$ cat src/rtl/instr_fetch.sv
// PC fetch stage: issues program-memory reads, captures the returning word and hands it
// to the decoder over valid/ready, with a one-entry skid and branch flush.
// Optional FETCH_PERF_CNT_EN adds fetch_cnt/stall_cnt performance counters.
module instr_fetch #(
  parameter int ADDR_W            = 10,
  parameter int DATA_W            = 14,
  parameter int unsigned RESET_PC = 0
) (
  input  logic              iclk,
  input  logic              irst,
  input  logic              fetch_en,
  output logic [ADDR_W-1:0] mem_addr,
  output logic              mem_rd_en,
  input  logic [DATA_W-1:0] mem_rdata,
  input  logic              branch_valid,
  input  logic [ADDR_W-1:0] branch_target,
  output logic              instr_valid,
  input  logic              instr_ready,
  output logic [DATA_W-1:0] instr_data,
  output logic [ADDR_W-1:0] instr_pc
`ifdef FETCH_PERF_CNT_EN
  ,
  output logic [31:0]       fetch_cnt,
  output logic [31:0]       stall_cnt
`endif
);

  logic [ADDR_W-1:0] pc_q, req_pc_q, skid_pc;
  logic [DATA_W-1:0] skid_data;
  logic              run_q, req_q, skid_valid;
  logic              issue, consume, out_stall;

  assign consume   = instr_valid & instr_ready;
  assign out_stall = instr_valid & ~instr_ready;
  assign mem_addr  = branch_valid ? branch_target : pc_q;

  // Hold off issue whenever the word already in flight might have nowhere to land.
  assign issue = run_q & (branch_valid |
                 (fetch_en & ~skid_valid & ~(req_q & out_stall)));
  assign mem_rd_en = issue;

  always_ff @(posedge iclk or negedge irst) begin
    if (!irst) begin
      pc_q        <= ADDR_W'(RESET_PC);
      run_q       <= 1'b0;
      req_q       <= 1'b0;
      req_pc_q    <= '0;
      skid_valid  <= 1'b0;
      skid_data   <= '0;
      skid_pc     <= '0;
      instr_valid <= 1'b0;
      instr_data  <= '0;
      instr_pc    <= '0;
    end else begin
      run_q <= 1'b1;
      req_q <= issue;
      if (issue) begin
        req_pc_q <= mem_addr;
        pc_q     <= mem_addr + ADDR_W'(1);
      end

      if (branch_valid) begin
        // Redirect: the in-flight word and anything buffered are stale.
        skid_valid  <= 1'b0;
        instr_valid <= 1'b0;
      end else if (skid_valid) begin
        if (consume) begin
          instr_data <= skid_data;
          instr_pc   <= skid_pc;
          skid_valid <= req_q;
          if (req_q) begin
            skid_data <= mem_rdata;
            skid_pc   <= req_pc_q;
          end
        end
      end else if (req_q) begin
        if (!out_stall) begin
          instr_valid <= 1'b1;
          instr_data  <= mem_rdata;
          instr_pc    <= req_pc_q;
        end else begin
          skid_valid <= 1'b1;
          skid_data  <= mem_rdata;
          skid_pc    <= req_pc_q;
        end
      end else if (consume) begin
        instr_valid <= 1'b0;
      end
    end
  end

`ifdef FETCH_PERF_CNT_EN
  always_ff @(posedge iclk or negedge irst) begin
    if (!irst) begin
      fetch_cnt <= '0;
      stall_cnt <= '0;
    end else begin
      if (consume)   fetch_cnt <= fetch_cnt + 32'd1;
      if (out_stall) stall_cnt <= stall_cnt + 32'd1;
    end
  end
`endif

endmodule

$ cat config.mk
export PLATFORM = sky130hd
export DESIGN_NAME = instr_fetch
export DESIGN_NICKNAME = d
export VERILOG_FILES = /design/src/rtl/instr_fetch.sv
export SDC_FILE = /design/constraint.sdc
export NUM_CORES = 1
export LEC_CHECK = 0
export BUFFER_PORTS_ARGS = -buffer_cell sky130_fd_sc_hd__buf_2
export CORE_UTILIZATION = 29
export DETAILED_ROUTE_END_ITERATION = 8
export GPL_TIMING_DRIVEN = 0
export HOLD_SLACK_MARGIN = 0.1
export SLEW_MARGIN = 5
export SYNTH_ARGS = -nofsm -noshare
export SYNTH_HDL_FRONTEND = slang
export SYNTH_SLANG_ARGS = --single-unit
$ cat constraint.sdc
create_clock -name iclk -period 1.76 [get_ports iclk]
set_clock_uncertainty 0.1 [all_clocks]
set_input_delay 0.352 -clock iclk [delete_from_list [all_inputs] [get_ports iclk]]
set_output_delay 0.352 -clock iclk [all_outputs]
set_load 0.02 [all_outputs]
After elaboration in Yosys (flattened, before gate mapping)
Cells that the tools add are included.
- bits of input ports: 29
- logic and storage cells: 62
- register bits after elaboration: 72
- reduce and logical (&&, ||, !) cells: 6
- equal/unequal tests: 5
- mux-type cells: 29
- bitwise gates (word level): 11
- $add $sub $neg: 1
- operators with widths (cell ; number):
    2-to-1 mux 14 bit ; 9
    2-to-1 mux 10 bit ; 10
    adder 10 x 1 -> 10 bit, second input constant ; 1
    2-to-1 mux 1 bit ; 10
    AND 1 bit ; 6
    != test 2 bit, second input constant ; 3
    AND reduction 5 bit ; 1
    inverter 1 bit ; 4
    AND reduction 4 bit ; 1
    nonzero test 2 bit ; 2
    != test 3 bit, second input constant ; 1
    AND reduction 3 bit ; 1
    nonzero test 3 bit ; 1
    != test 2 x 1 -> 1 bit, second input constant ; 1
    bitwise OR 1 bit ; 1

Depth between registers and ports, before layout
Gate-level depths: netlist (run 1).
- word-level depth: 7
- mapped depth: 8
- depth with buffers taken out: 7

Worst setup path after synthesis (run 1)
No wires, ideal clock.
- kind: input to register
- start point: input branch_valid
- end point: register pc_q[8]
- buffers on the path: 1
- stages on the path: 8
- setup time: 0.070 ns
- arrival time: 1.843 ns
- setup slack: -0.252 ns
- cell sequence: buf_6 mux2i_2 inv_1 ha_1 inv_1 nor2_1 a211o_1 nand3_1
- cells in the longest elaborated chain, start to end: 2
- elaborated cells between the ends (all ways): 4
- RTL lines (element ; RTL line ; RTL):
    start: declaration ; 15 ; input logic branch_valid,
    2-to-1 mux 10 bit ; 35 ; assign mem_addr = branch_valid ? branch_target : pc_q;
    named net mem_addr[0] ; 12 ; output logic [ADDR_W-1:0] mem_addr,
    adder 10 x 1 -> 10 bit ; 59 ; pc_q <= mem_addr + ADDR_W'(1);
    end signal: assignment ; 44 ; pc_q <= ADDR_W'(RESET_PC);
    end signal: assignment ; 59 ;
    end: declaration ; 28 ; logic [ADDR_W-1:0] pc_q, req_pc_q, skid_pc;
The timed path passes the listed nets, and every way through them passes these cells.
A chain may end at the register's enable or synchronous reset.

Worst setup path in the final report (run 1)
- start point: register req_q
- end point: output mem_rd_en
- cells in the longest elaborated chain, start to end: 5
- RTL lines (element ; RTL line ; RTL):
    start: declaration ; 30 ; logic run_q, req_q, skid_valid;
    start signal: assignment ; 56 ; req_q <= issue;
    AND 1 bit ; 39 ; (fetch_en & ~skid_valid & ~(req_q & out_stall)));
    inverter 1 bit ; 39 ;
    AND 1 bit ; 39 ;
    bitwise OR 1 bit ; 38 ; assign issue = run_q & (branch_valid |
    AND 1 bit ; 38 ;
    end: declaration ; 13 ; output logic mem_rd_en,
Every way passes these cells.

==> flow_metrics.env, run 1 <==
export IMPL_cellLeakagePower_nw=2.00
export IMPL_synthesis_nets=319
export IMPL_fin_cells=522
export IMPL_yosysUniqueCellTypes=38
export IMPL_vias_per_cell=4.74
export IMPL_ant_nets=0
export IMPL_placed_cells=493
export IMPL_vias=2472
export IMPL_gp_congestion=0.797
export IMPL_timing_fmax_ghz=0.521
export IMPL_yosys_area_top_type="dfrtp_1"
export IMPL_synthTopCellsByArea="dfrtp_1 (55%), mux2i_1 (9.4%), mux2_2 (7.2%)"
export IMPL_clock_latency_ns=0.33
export IMPL_r2r_end="skid_data[10]"
export IMPL_core_sq_um=11000
export IMPL_cp_required_ns=1.31
export IMPL_wire_per_inst_microns=14.5
export IMPL_status="complete, but fails checks"
export IMPL_drt_iter0_drc=129
export IMPL_grt_overflow_total=0
export IMPL_cts_tree="done"
export IMPL_htreeDepth=3
export IMPL_hold_class="in2reg"
export IMPL_cp_start_kind="flop"
export IMPL_ios=65
export IMPL_grt_pass1_wl_microns=12500
export IMPL_ys_warn_count=0
export IMPL_synth_edf_count=0
export IMPL_clk_pin_slew_worst_paths_ns=0.06
export IMPL_drt_total_wl_microns=7550
export IMPL_placed_cell_area_sq_um=3850
export IMPL_synth_area_mux_share=0.191
export IMPL_r2r_slack_ns=-0.08
export IMPL_first_global_vias=2487
export IMPL_nets=407
export IMPL_fin_ws_ns=-0.158
export IMPL_postSynthAreaPerCell_sq_um=11.4
export IMPL_finalCriticalPeriod_ns=1.92
export IMPL_final_hold_violation_count=0
export IMPL_yosys_area_top_type_share=0.545
export IMPL_fin_crit_sh=1.09
export IMPL_drv_slew=0
export IMPL_synth_most_common_cell="dfrtp_1"
export IMPL_yosys_area_share_xor_xnor=0.0132
export IMPL_drive_above_1_share=0.398
export IMPL_fill_cells=1061
export IMPL_reg2reg_from="instr_valid"
export IMPL_crit_fanout=2
export IMPL_hold_depth=2
export IMPL_synth_top_family_by_area="multiplexers"
export IMPL_initial_core_util=0.301
export IMPL_synthCells=289
export IMPL_hp_start="mem_rdata[7]"
export IMPL_tns_ns=-1.47
export IMPL_ys_seq_area_frac=0.545
export IMPL_synthesis_area_sq_um=3310
export IMPL_critPathArrivalTime_ns=1.47
export IMPL_drc=0
export IMPL_synthArstFlopShare=1.00
export IMPL_synth_seq_cells=72
export IMPL_endpoint_kind="output pin"
export IMPL_chipWidth_microns=109
export IMPL_r2r_cells=6
export IMPL_synth_adder_area_share=0.00379
export IMPL_final_area_sq_um=4420
export IMPL_yosys_area_share_simple=0.0992
export IMPL_antenna_found_initial=0
export IMPL_place_hpwl_microns=5290
export IMPL_cts_sinks=72
export IMPL_dieArea_sq_um=11800
export IMPL_die_y_microns=109
export IMPL_synth_commonest_cells="dfrtp_1 (72), mux2i_1 (31), a21oi_1 (30), nor2_1 (26), nand2_1 (24)"
export IMPL_drt_pass1_iter_count=4
export IMPL_clk_path_buf_depth=2
export IMPL_root_buffer="clkbuf_16"
export IMPL_cts_buffers_inserted=9
export IMPL_hold_end="skid_data[7]"
export IMPL_synth_compound_area_share=0.100
export IMPL_power_density_nw_per_um2=1270
export IMPL_syn2layout_area_growth_pct=33.8
export IMPL_violations="setup timing"
export IMPL_rsz0062_at_grt="yes"
export IMPL_grt_usage=0.140
export IMPL_synth_flop_cell="dfrtp_1"
export IMPL_crit_type="reg2out"
export IMPL_diodes=0
export IMPL_io_buffers=63
export IMPL_cap_violations=0
export IMPL_grt_max_degree=61
export IMPL_rows=38
export IMPL_setup_viol=25
export IMPL_peakVddDrop_mv=0.614
-- final cells by class --
type | count | area [sq um] | area share
clock buffer | 10 | 239 | 0.0540
tap | 140 | 175 | 0.0396
buffer | 15 | 158 | 0.0356
multi-input combinational | 186 | 1420 | 0.321
clock inverter | 6 | 68.8 | 0.0156
timing repair buffer | 78 | 502 | 0.113
sequential | 72 | 1800 | 0.407
inverter | 15 | 61.3 | 0.0139
-- layout by cell type, fill, tap and decap left out, types with 21 or more instances in the layout --
cell and instances:
dfrtp_1 72, buf_2 65, a21oi_1 30, mux2i_1 28, nor2_1 26, nand2_1 24, mux2_2 21
-- state kept, by name, summed over array words and instances (netlist names) --
signal,count
instr_data,14
skid_pc,10
req_pc_q,10
run_q,1
skid_data,14
instr_valid,1
req_q,1
pc_q,10
skid_valid,1
instr_pc,10
-- how the worst max path moves through the flow --
stage,from,endpoint,slack [ns],cells past startpoint
after floorplan,branch_valid,pc_q[8],0.02,8
after global placement,irst,skid_data[7],-0.20,1
after detailed placement,skid_valid,instr_data[5],-0.12,6
after CTS,req_q,mem_rd_en,-0.14,5
after global routing,skid_valid,mem_rd_en,-0.21,5
final,req_q,mem_rd_en,-0.16,5
-- critical path, cell delays in order, from the launching register on --
cell and delay [ns]:
dfrtp_1 0.39, nor4bb_2 0.17, a211o_1 0.30, buf_6 0.13
clkinv_4 0.04, buf_6 0.10
-- routing by layer --
metal	global-route usage	vias to the layer above	routed length, microns
li1	-	1176	-
met1	0.187	1225	3520
met2	0.222	61	3640
met3	0.0347	10	280
met4	0.0463	0	110
met5	0	-	0
-- report_power, final --
part | internal [W] | switching (W) | leakage (nW)
registers | 0.00211 | 0.000264 | 0.865
logic | 0.000615 | 0.000769 | 1.00
clock network | 0.00114 | 0.000706 | 0.137
total | 0.00386 | 0.00174 | 2.00
-- timing repair --
item / CTS / global route
endpoints found under the setup margin: 46 / 69
resized for setup: 14 / 21
pin swaps: 2 / 2
hold endpoints to repair: 72 / 0
hold buffers: 1 / 0
gates cloned: 0 / 2
setup buffers: 8 / 3
-- metrics by stage --
step | total power [W] | util | setup WS, ns | hold slack [ns]
after global placement | 0.00365 | 0.348 | -0.196 | 0.361
after floorplan | 0.00324 | - | 0.0202 | -0.0436
after CTS | 0.00561 | 0.389 | -0.140 | 0.139
after global routing | 0.00593 | 0.403 | -0.214 | 0.154
final | 0.00560 | 0.403 | -0.158 | 0.150
after detailed placement | 0.00372 | 0.351 | -0.120 | 0.117
-- logic make-up (layout without fill, tap and decap cells) --
logic type,after synthesis,after routing
flip-flops,72,72
AND/OR/NAND/NOR,66,66
buffers and inverters,31,124
other,1,1
AO/OA/AOI/OAI,55,55
XOR/XNOR,5,5
multiplexers,58,58
adder cells (fa/ha/maj),1,1
Note: power is estimated with default switching activity, not from simulation.
==> run 2: changes to the inputs <==
--- a/config.mk
+++ b/config.mk
@@ -5,6 +5,7 @@
 export SDC_FILE = /design/constraint.sdc
 export NUM_CORES = 1
 export LEC_CHECK = 0
+export ABC_AREA = 1
 export BUFFER_PORTS_ARGS = -buffer_cell sky130_fd_sc_hd__buf_2
 export CORE_UTILIZATION = 29
 export DETAILED_ROUTE_END_ITERATION = 8
@@ -14,3 +15,4 @@
 export SYNTH_ARGS = -nofsm -noshare
 export SYNTH_HDL_FRONTEND = slang
 export SYNTH_SLANG_ARGS = --single-unit
+export TNS_END_PERCENT = 5
==> run 2 against run 1 <==
  * Power up 3.4%
  * First-iteration DRC count down 3.9%
  * Hold slack improved by 0.034 ns
  * Cell count grew 21%
  * The run now ends clean
==> flow_metrics.env, run 2 <==
export IMPL_status="complete, no violations"
export IMPL_postSynthAreaPerCell_sq_um=8.41
export IMPL_cts_sinks=72
export IMPL_crit_chain="buf_2, inv_2, buf_6, or2_0, o21ai_2, inv_1, buf_2"
export IMPL_placed_cell_area_sq_um=3870
export IMPL_synthCells=398
export IMPL_drc=0
export IMPL_clock_latency_ns=0.33
export IMPL_drive_above_1_share=0.293
export IMPL_drv_slew=0
export IMPL_cpMostUsedCell="buf_2"
export IMPL_ys_warn_count=0
export IMPL_vias_per_cell=4.46
export IMPL_peakVddDrop_mv=0.498
export IMPL_first_global_vias=2974
export IMPL_fin_cells=632
export IMPL_cp_top_family="buffers and inverters"
export IMPL_syn2layout_area_growth_pct=30.0
export IMPL_synth_commonest_cells="nand2_1 (107), dfrtp_1 (72), o21ai_0 (39), inv_1 (35), nor2_1 (34)"
export IMPL_final_area_sq_um=4350
export IMPL_drt_total_wl_microns=7920
export IMPL_fin_crit_sh=0.970
export IMPL_cap_violations=0
export IMPL_crit_fanout=10
export IMPL_final_common_cell="nand2_1"
export IMPL_timing_fmax_ghz=0.586
export IMPL_synthTopCellsByArea="dfrtp_1 (54%), nand2_1 (12%), o21ai_0 (5.8%)"
export IMPL_multi_input_area_sq_um=1290
export IMPL_vias=2819
export IMPL_root_buffer="clkbuf_16"
export IMPL_grt_overflow_total=0
export IMPL_dieArea_sq_um=12000
export IMPL_placed_cells=603
export IMPL_ios=65
export IMPL_register_area_sq_um=1800
export IMPL_rows=38
export IMPL_reg_top3="instr_data: 14 flops, skid_data: 14 flops"
export IMPL_chipWidth_microns=109
export IMPL_path_buf_inv=5
export IMPL_endpoint_kind="output pin"
export IMPL_finalCriticalPeriod_ns=1.71
export IMPL_met3WireLength_microns=451
export IMPL_cp_required_ns=1.31
export IMPL_post_route_util=0.394
export IMPL_top_layer="met4"
export IMPL_critPathArrivalTime_ns=1.25
export IMPL_synthArstFlopShare=1.00
export IMPL_ys_seq_area_frac=0.538
export IMPL_wl_met1_microns=3690
export IMPL_grt_usage=0.151
export IMPL_fill_cells=1136
export IMPL_yosysUniqueCellTypes=28
export IMPL_drt_iter0_drc=124
export IMPL_synth_most_common_cell="nand2_1"
export IMPL_cts_buffers_inserted=9
export IMPL_yosys_area_top_type_share=0.538
export IMPL_hold_class="in2reg"
export IMPL_place_hpwl_microns=5510
export IMPL_cts_tree="done"
export IMPL_crit_type="in2out"
export IMPL_nets=517
export IMPL_synthesis_nets=428
export IMPL_yosys_area_top_type="dfrtp_1"
export IMPL_ant_nets=0
export IMPL_cellLeakagePower_nw=2.19
export IMPL_synth_flop_cell="dfrtp_1"
export IMPL_initial_core_util=0.303
export IMPL_die_y_microns=109
export IMPL_diodes=0
export IMPL_gp_congestion=0.820
export IMPL_grt_max_degree=64
export IMPL_final_hold_violation_count=0
export IMPL_io_buffers=64
export IMPL_most_common_layout_cells="nand2_1 (105), dfrtp_1 (72), buf_2 (68)"
export IMPL_clk_pin_slew_worst_paths_ns=0.06
export IMPL_synth_edf_count=0
export IMPL_drt_pass1_iter_count=4
export IMPL_clk_path_buf_depth=2
export IMPL_power_density_nw_per_um2=1330
export IMPL_wire_per_inst_microns=12.5
export IMPL_slowest_delay_ns=0.21
export IMPL_rsz0062_at_grt="no"
export IMPL_core_sq_um=11000
export IMPL_setup_viol=0
export IMPL_htreeDepth=3
export IMPL_cp_start_kind="primary input"
export IMPL_synth_seq_cells=72
export IMPL_cpMaxStageDelayCell="or2_0"
export IMPL_wl_met2_microns=3700
export IMPL_synthesis_area_sq_um=3350
export IMPL_grt_pass1_wl_microns=13900
export IMPL_antenna_found_initial=0
[run 2: changes by cell type in the layout (fill, tap and decap cells not counted), sizes merged, moves of 9 or more]
cell	before	now
inv	14	38
nand2	24	119
nand3	2	11
mux2	24	0
o21ai	17	63
mux2i	34	0
nor2	26	38
[run 2: routing by layer]
metal / up-vias / track usage
met3: 6 / 0.0368
met4: 0 / 0.0429
met2: 82 / 0.257
li1: 1441 / -
met5: - / 0
met1: 1290 / 0.190
[run 2: timing repair]
| item | CTS | global route |
|---|---|---|
| gates resized for setup | 6 | 6 |
| setup endpoints to repair | 1 | 25 |
| pin swaps | 1 | 1 |
| endpoints found under the hold margin | 72 | 0 |
| buffers inserted | 12 | 2 |
| hold buffers | 1 | 0 |
[run 2: metrics by stage]
| stage | setup slack (ns) | total power (W) | hold slack, ns | TNS [ns] |
|---|---|---|---|---|
| 2_1_floorplan | 0.157 | 0.00323 | -0.0436 | 0 |
| 3_3_place_gp | -0.211 | 0.00364 | 0.361 | -14.95 |
| 3_5_place_dp | -0.116 | 0.00368 | 0.106 | -0.149 |
| 4_1_cts | 0.0119 | 0.00585 | 0.179 | 0 |
| 5_1_grt | 0.00126 | 0.00617 | 0.179 | 0 |
| 6_report | 0.0537 | 0.00579 | 0.184 | 0 |
[run 2: worst register-to-register path: stages (launching register included)]
cell      delay (ns)
dfrtp_1         0.37
inv_2           0.06
buf_4           0.13
buf_4           0.12
buf_4           0.12
buf_4           0.12
buf_4           0.12
buf_4           0.12
a221oi_1        0.30
[run 2: cell families after synthesis]
group / count (synthesis) / share of synthesized area
and+or+nand+nor: 171 / 0.220
AOI/OAI and AO/OA: 94 / 0.152
DFF: 72 / 0.538
buffers and inverters: 58 / 0.0822
xor gates and xnor gates: 1 / 0.00262
adders and majority gates: 1 / 0.00374
other: 1 / 0.00112
[run 2: path summary, 6_finish.rpt]
path                               start       endpoint  slack, ns  cells past startpoint
min in group asynchronous           irst        pc_q[5]       0.30                      2
min reg2reg                skid_data[13]  skid_data[13]       0.38                      2
max reg2reg                  instr_valid    instr_valid       0.09                      8
max                         branch_valid    mem_addr[9]       0.05                      7
max in group asynchronous           irst  skid_data[10]       0.71                      3
min                         mem_rdata[5]   skid_data[5]       0.18                      3
[run 2: where the power goes]
| group | switching [W] | leakage (nW) | internal, W |
|---|---|---|---|
| combinational | 0.000830 | 1.16 | 0.000516 |
| clock | 0.000707 | 0.166 | 0.00139 |
| sequential | 0.000231 | 0.870 | 0.00212 |
[run 2: area by class of cell]
| class | instances | share of cell area |
|---|---|---|
| clock buffer | 9 | 0.0518 |
| clock inverter | 7 | 0.0276 |
| timing repair buffer | 80 | 0.108 |
| tap | 140 | 0.0403 |
| sequential | 72 | 0.414 |
| multi-input combinational | 268 | 0.297 |
| buffer | 18 | 0.0285 |
| inverter | 38 | 0.0328 |
==> run 3: changes to the inputs <==
==> constraint.sdc (replaced) <==
create_clock -name iclk -period 1.68 [get_ports iclk]
set_clock_uncertainty 0.1 [all_clocks]
set_input_delay 0.336 -clock iclk [delete_from_list [all_inputs] [get_ports iclk]]
set_output_delay 0.336 -clock iclk [all_outputs]
set_load 0.02 [all_outputs]
==> run 3 against run 2 <==
  * Combinational power rose by 6%
  * Critical endpoint is now instr_valid
  * Sequential power rose by 5%
  * Highest routed layer unchanged
  * Clock power rose by 5%
  * Largest cell class unchanged
==> flow_metrics.env, run 3 (synthesized netlist as in run 2, its figures left out) <==
export IMPL_fin_crit_sh=0.991
export IMPL_slowest_delay_ns=0.37
export IMPL_drt_total_wl_microns=7980
export IMPL_cp_required_ns=1.80
export IMPL_fin_cells=634
export IMPL_drc=0
export IMPL_chipWidth_microns=109
export IMPL_cellLeakagePower_nw=2.21
export IMPL_ios=65
export IMPL_crit_fanout=2
export IMPL_io_buffers=64
export IMPL_cts_buffers_inserted=9
export IMPL_finalCriticalPeriod_ns=1.67
export IMPL_cts_sinks=72
export IMPL_final_common_cell="nand2_1"
export IMPL_root_buffer="clkbuf_16"
export IMPL_grt_usage=0.151
export IMPL_ant_nets=0
export IMPL_drt_iter0_drc=135
export IMPL_power_density_nw_per_um2=1380
export IMPL_setup_viol=0
export IMPL_fill_cells=1138
export IMPL_placed_cells=603
export IMPL_cpMostUsedCell="buf_4"
export IMPL_place_hpwl_microns=5510
export IMPL_peakVddDrop_mv=0.525
export IMPL_nets=519
export IMPL_grt_overflow_total=0
export IMPL_status="complete, no violations"
export IMPL_grt_max_degree=64
export IMPL_cap_violations=0
export IMPL_drive_above_1_share=0.298
export IMPL_core_sq_um=11000
export IMPL_vias_per_cell=4.47
export IMPL_cpMaxStageDelayCell="dfrtp_1"
export IMPL_critPathArrivalTime_ns=1.79
export IMPL_cp_top_family="buffers and inverters"
export IMPL_place_ws_ns=-0.164
export IMPL_diodes=0
export IMPL_crit_chain="inv_2, buf_4, buf_4, buf_4, buf_4, buf_4, buf_4, a221oi_1"
export IMPL_gp_congestion=0.820
export IMPL_clk_pin_slew_worst_paths_ns=0.06
export IMPL_path_buf_inv=7
export IMPL_cp_start_kind="flop"
export IMPL_clk_path_buf_depth=2
export IMPL_htreeDepth=3
export IMPL_first_global_vias=2974
export IMPL_syn2layout_area_growth_pct=31.6
export IMPL_die_y_microns=109
export IMPL_timing_fmax_ghz=0.601
export IMPL_final_hold_violation_count=0
export IMPL_rsz0062_at_grt="yes"
export IMPL_fin_ws_ns=0.0148
export IMPL_antenna_found_initial=0
export IMPL_most_common_layout_cells="nand2_1 (104), dfrtp_1 (72), buf_2 (65)"
export IMPL_vias=2833
export IMPL_drt_pass1_iter_count=5
export IMPL_crit_type="reg2reg"
export IMPL_drv_slew=0
export IMPL_rows=38
export IMPL_clock_latency_ns=0.33
export IMPL_grt_pass1_wl_microns=13900
export IMPL_endpoint_kind="flop"
export IMPL_wire_per_inst_microns=12.6
export IMPL_initial_core_util=0.303
export IMPL_reg_top3="instr_data: 14 flops, skid_data: 14 flops"
export IMPL_dieArea_sq_um=12000
export IMPL_hold_class="in2reg"
export IMPL_cts_tree="done"
## run 3: routing by layer
metal	track usage	share of wire	wire [microns]	vias up
met5	0	0	0	-
met1	0.190	0.47	3720	1297
met4	0.0429	0.0099	79	0
li1	-	-	-	1450
met2	0.257	0.47	3750	79
met3	0.0368	0.054	430	7
## run 3: tightest hold or removal path, delay by kind of cell
| family | cells | cell delay [ns] |
|---|---|---|
| AOI/OAI and AO/OA | 1 | 0.06 |
| buffers and inverters | 2 | 0.16 |
## run 3: where the power goes
part | internal, W | switching, W
registers | 0.00222 | 0.000243
clock network | 0.00145 | 0.000743
logic | 0.000553 | 0.000873
total | 0.00422 | 0.00186
## run 3: worst paths after layout
kind	from	endpoint	slack (ns)	cells after the start
worst max-delay path	instr_valid	instr_valid	0.01	8
worst min-delay path	mem_rdata[5]	skid_data[5]	0.17	3
worst max register to register	instr_valid	instr_valid	0.01	8
worst min register to register	skid_data[13]	skid_data[13]	0.38	2
max in group asynchronous	irst	skid_data[10]	0.65	3
min in group asynchronous	irst	pc_q[5]	0.29	2
## run 3: timing repair
action	4_1_cts	5_1_grt
pin swaps	1	3
endpoints found under the hold margin	72	0
hold buffers	1	0
gates resized for setup	7	16
endpoints found under the setup margin	21	55
buffers inserted	12	4
## run 3: layout make-up
cell class,count,area [sq um],share of cell area
clock inverters,7,120,0.0273
clock buffers,9,225,0.0511
multi-input cells,268,1310,0.297
well taps,140,175,0.0398
repair buffers,82,489,0.111
flip-flops and latches,72,1800,0.409
plain buffers,18,140,0.0318
inverters,38,145,0.0330
## run 3: per-stage QoR
step	setup TNS, ns	total power [W]	util	cell area (sq um)	hold slack, ns
3_3_place_gp	-19.74	0.00381	0.348	3840	0.361
4_1_cts	-0.0521	0.00613	0.393	4340	0.163
6_report	0	0.00608	0.399	4400	0.169
2_1_floorplan	0	0.00338	-	3350	-0.0596
3_5_place_dp	-0.749	0.00386	0.351	3870	0.0898
5_1_grt	-0.519	0.00648	0.399	4400	0.163
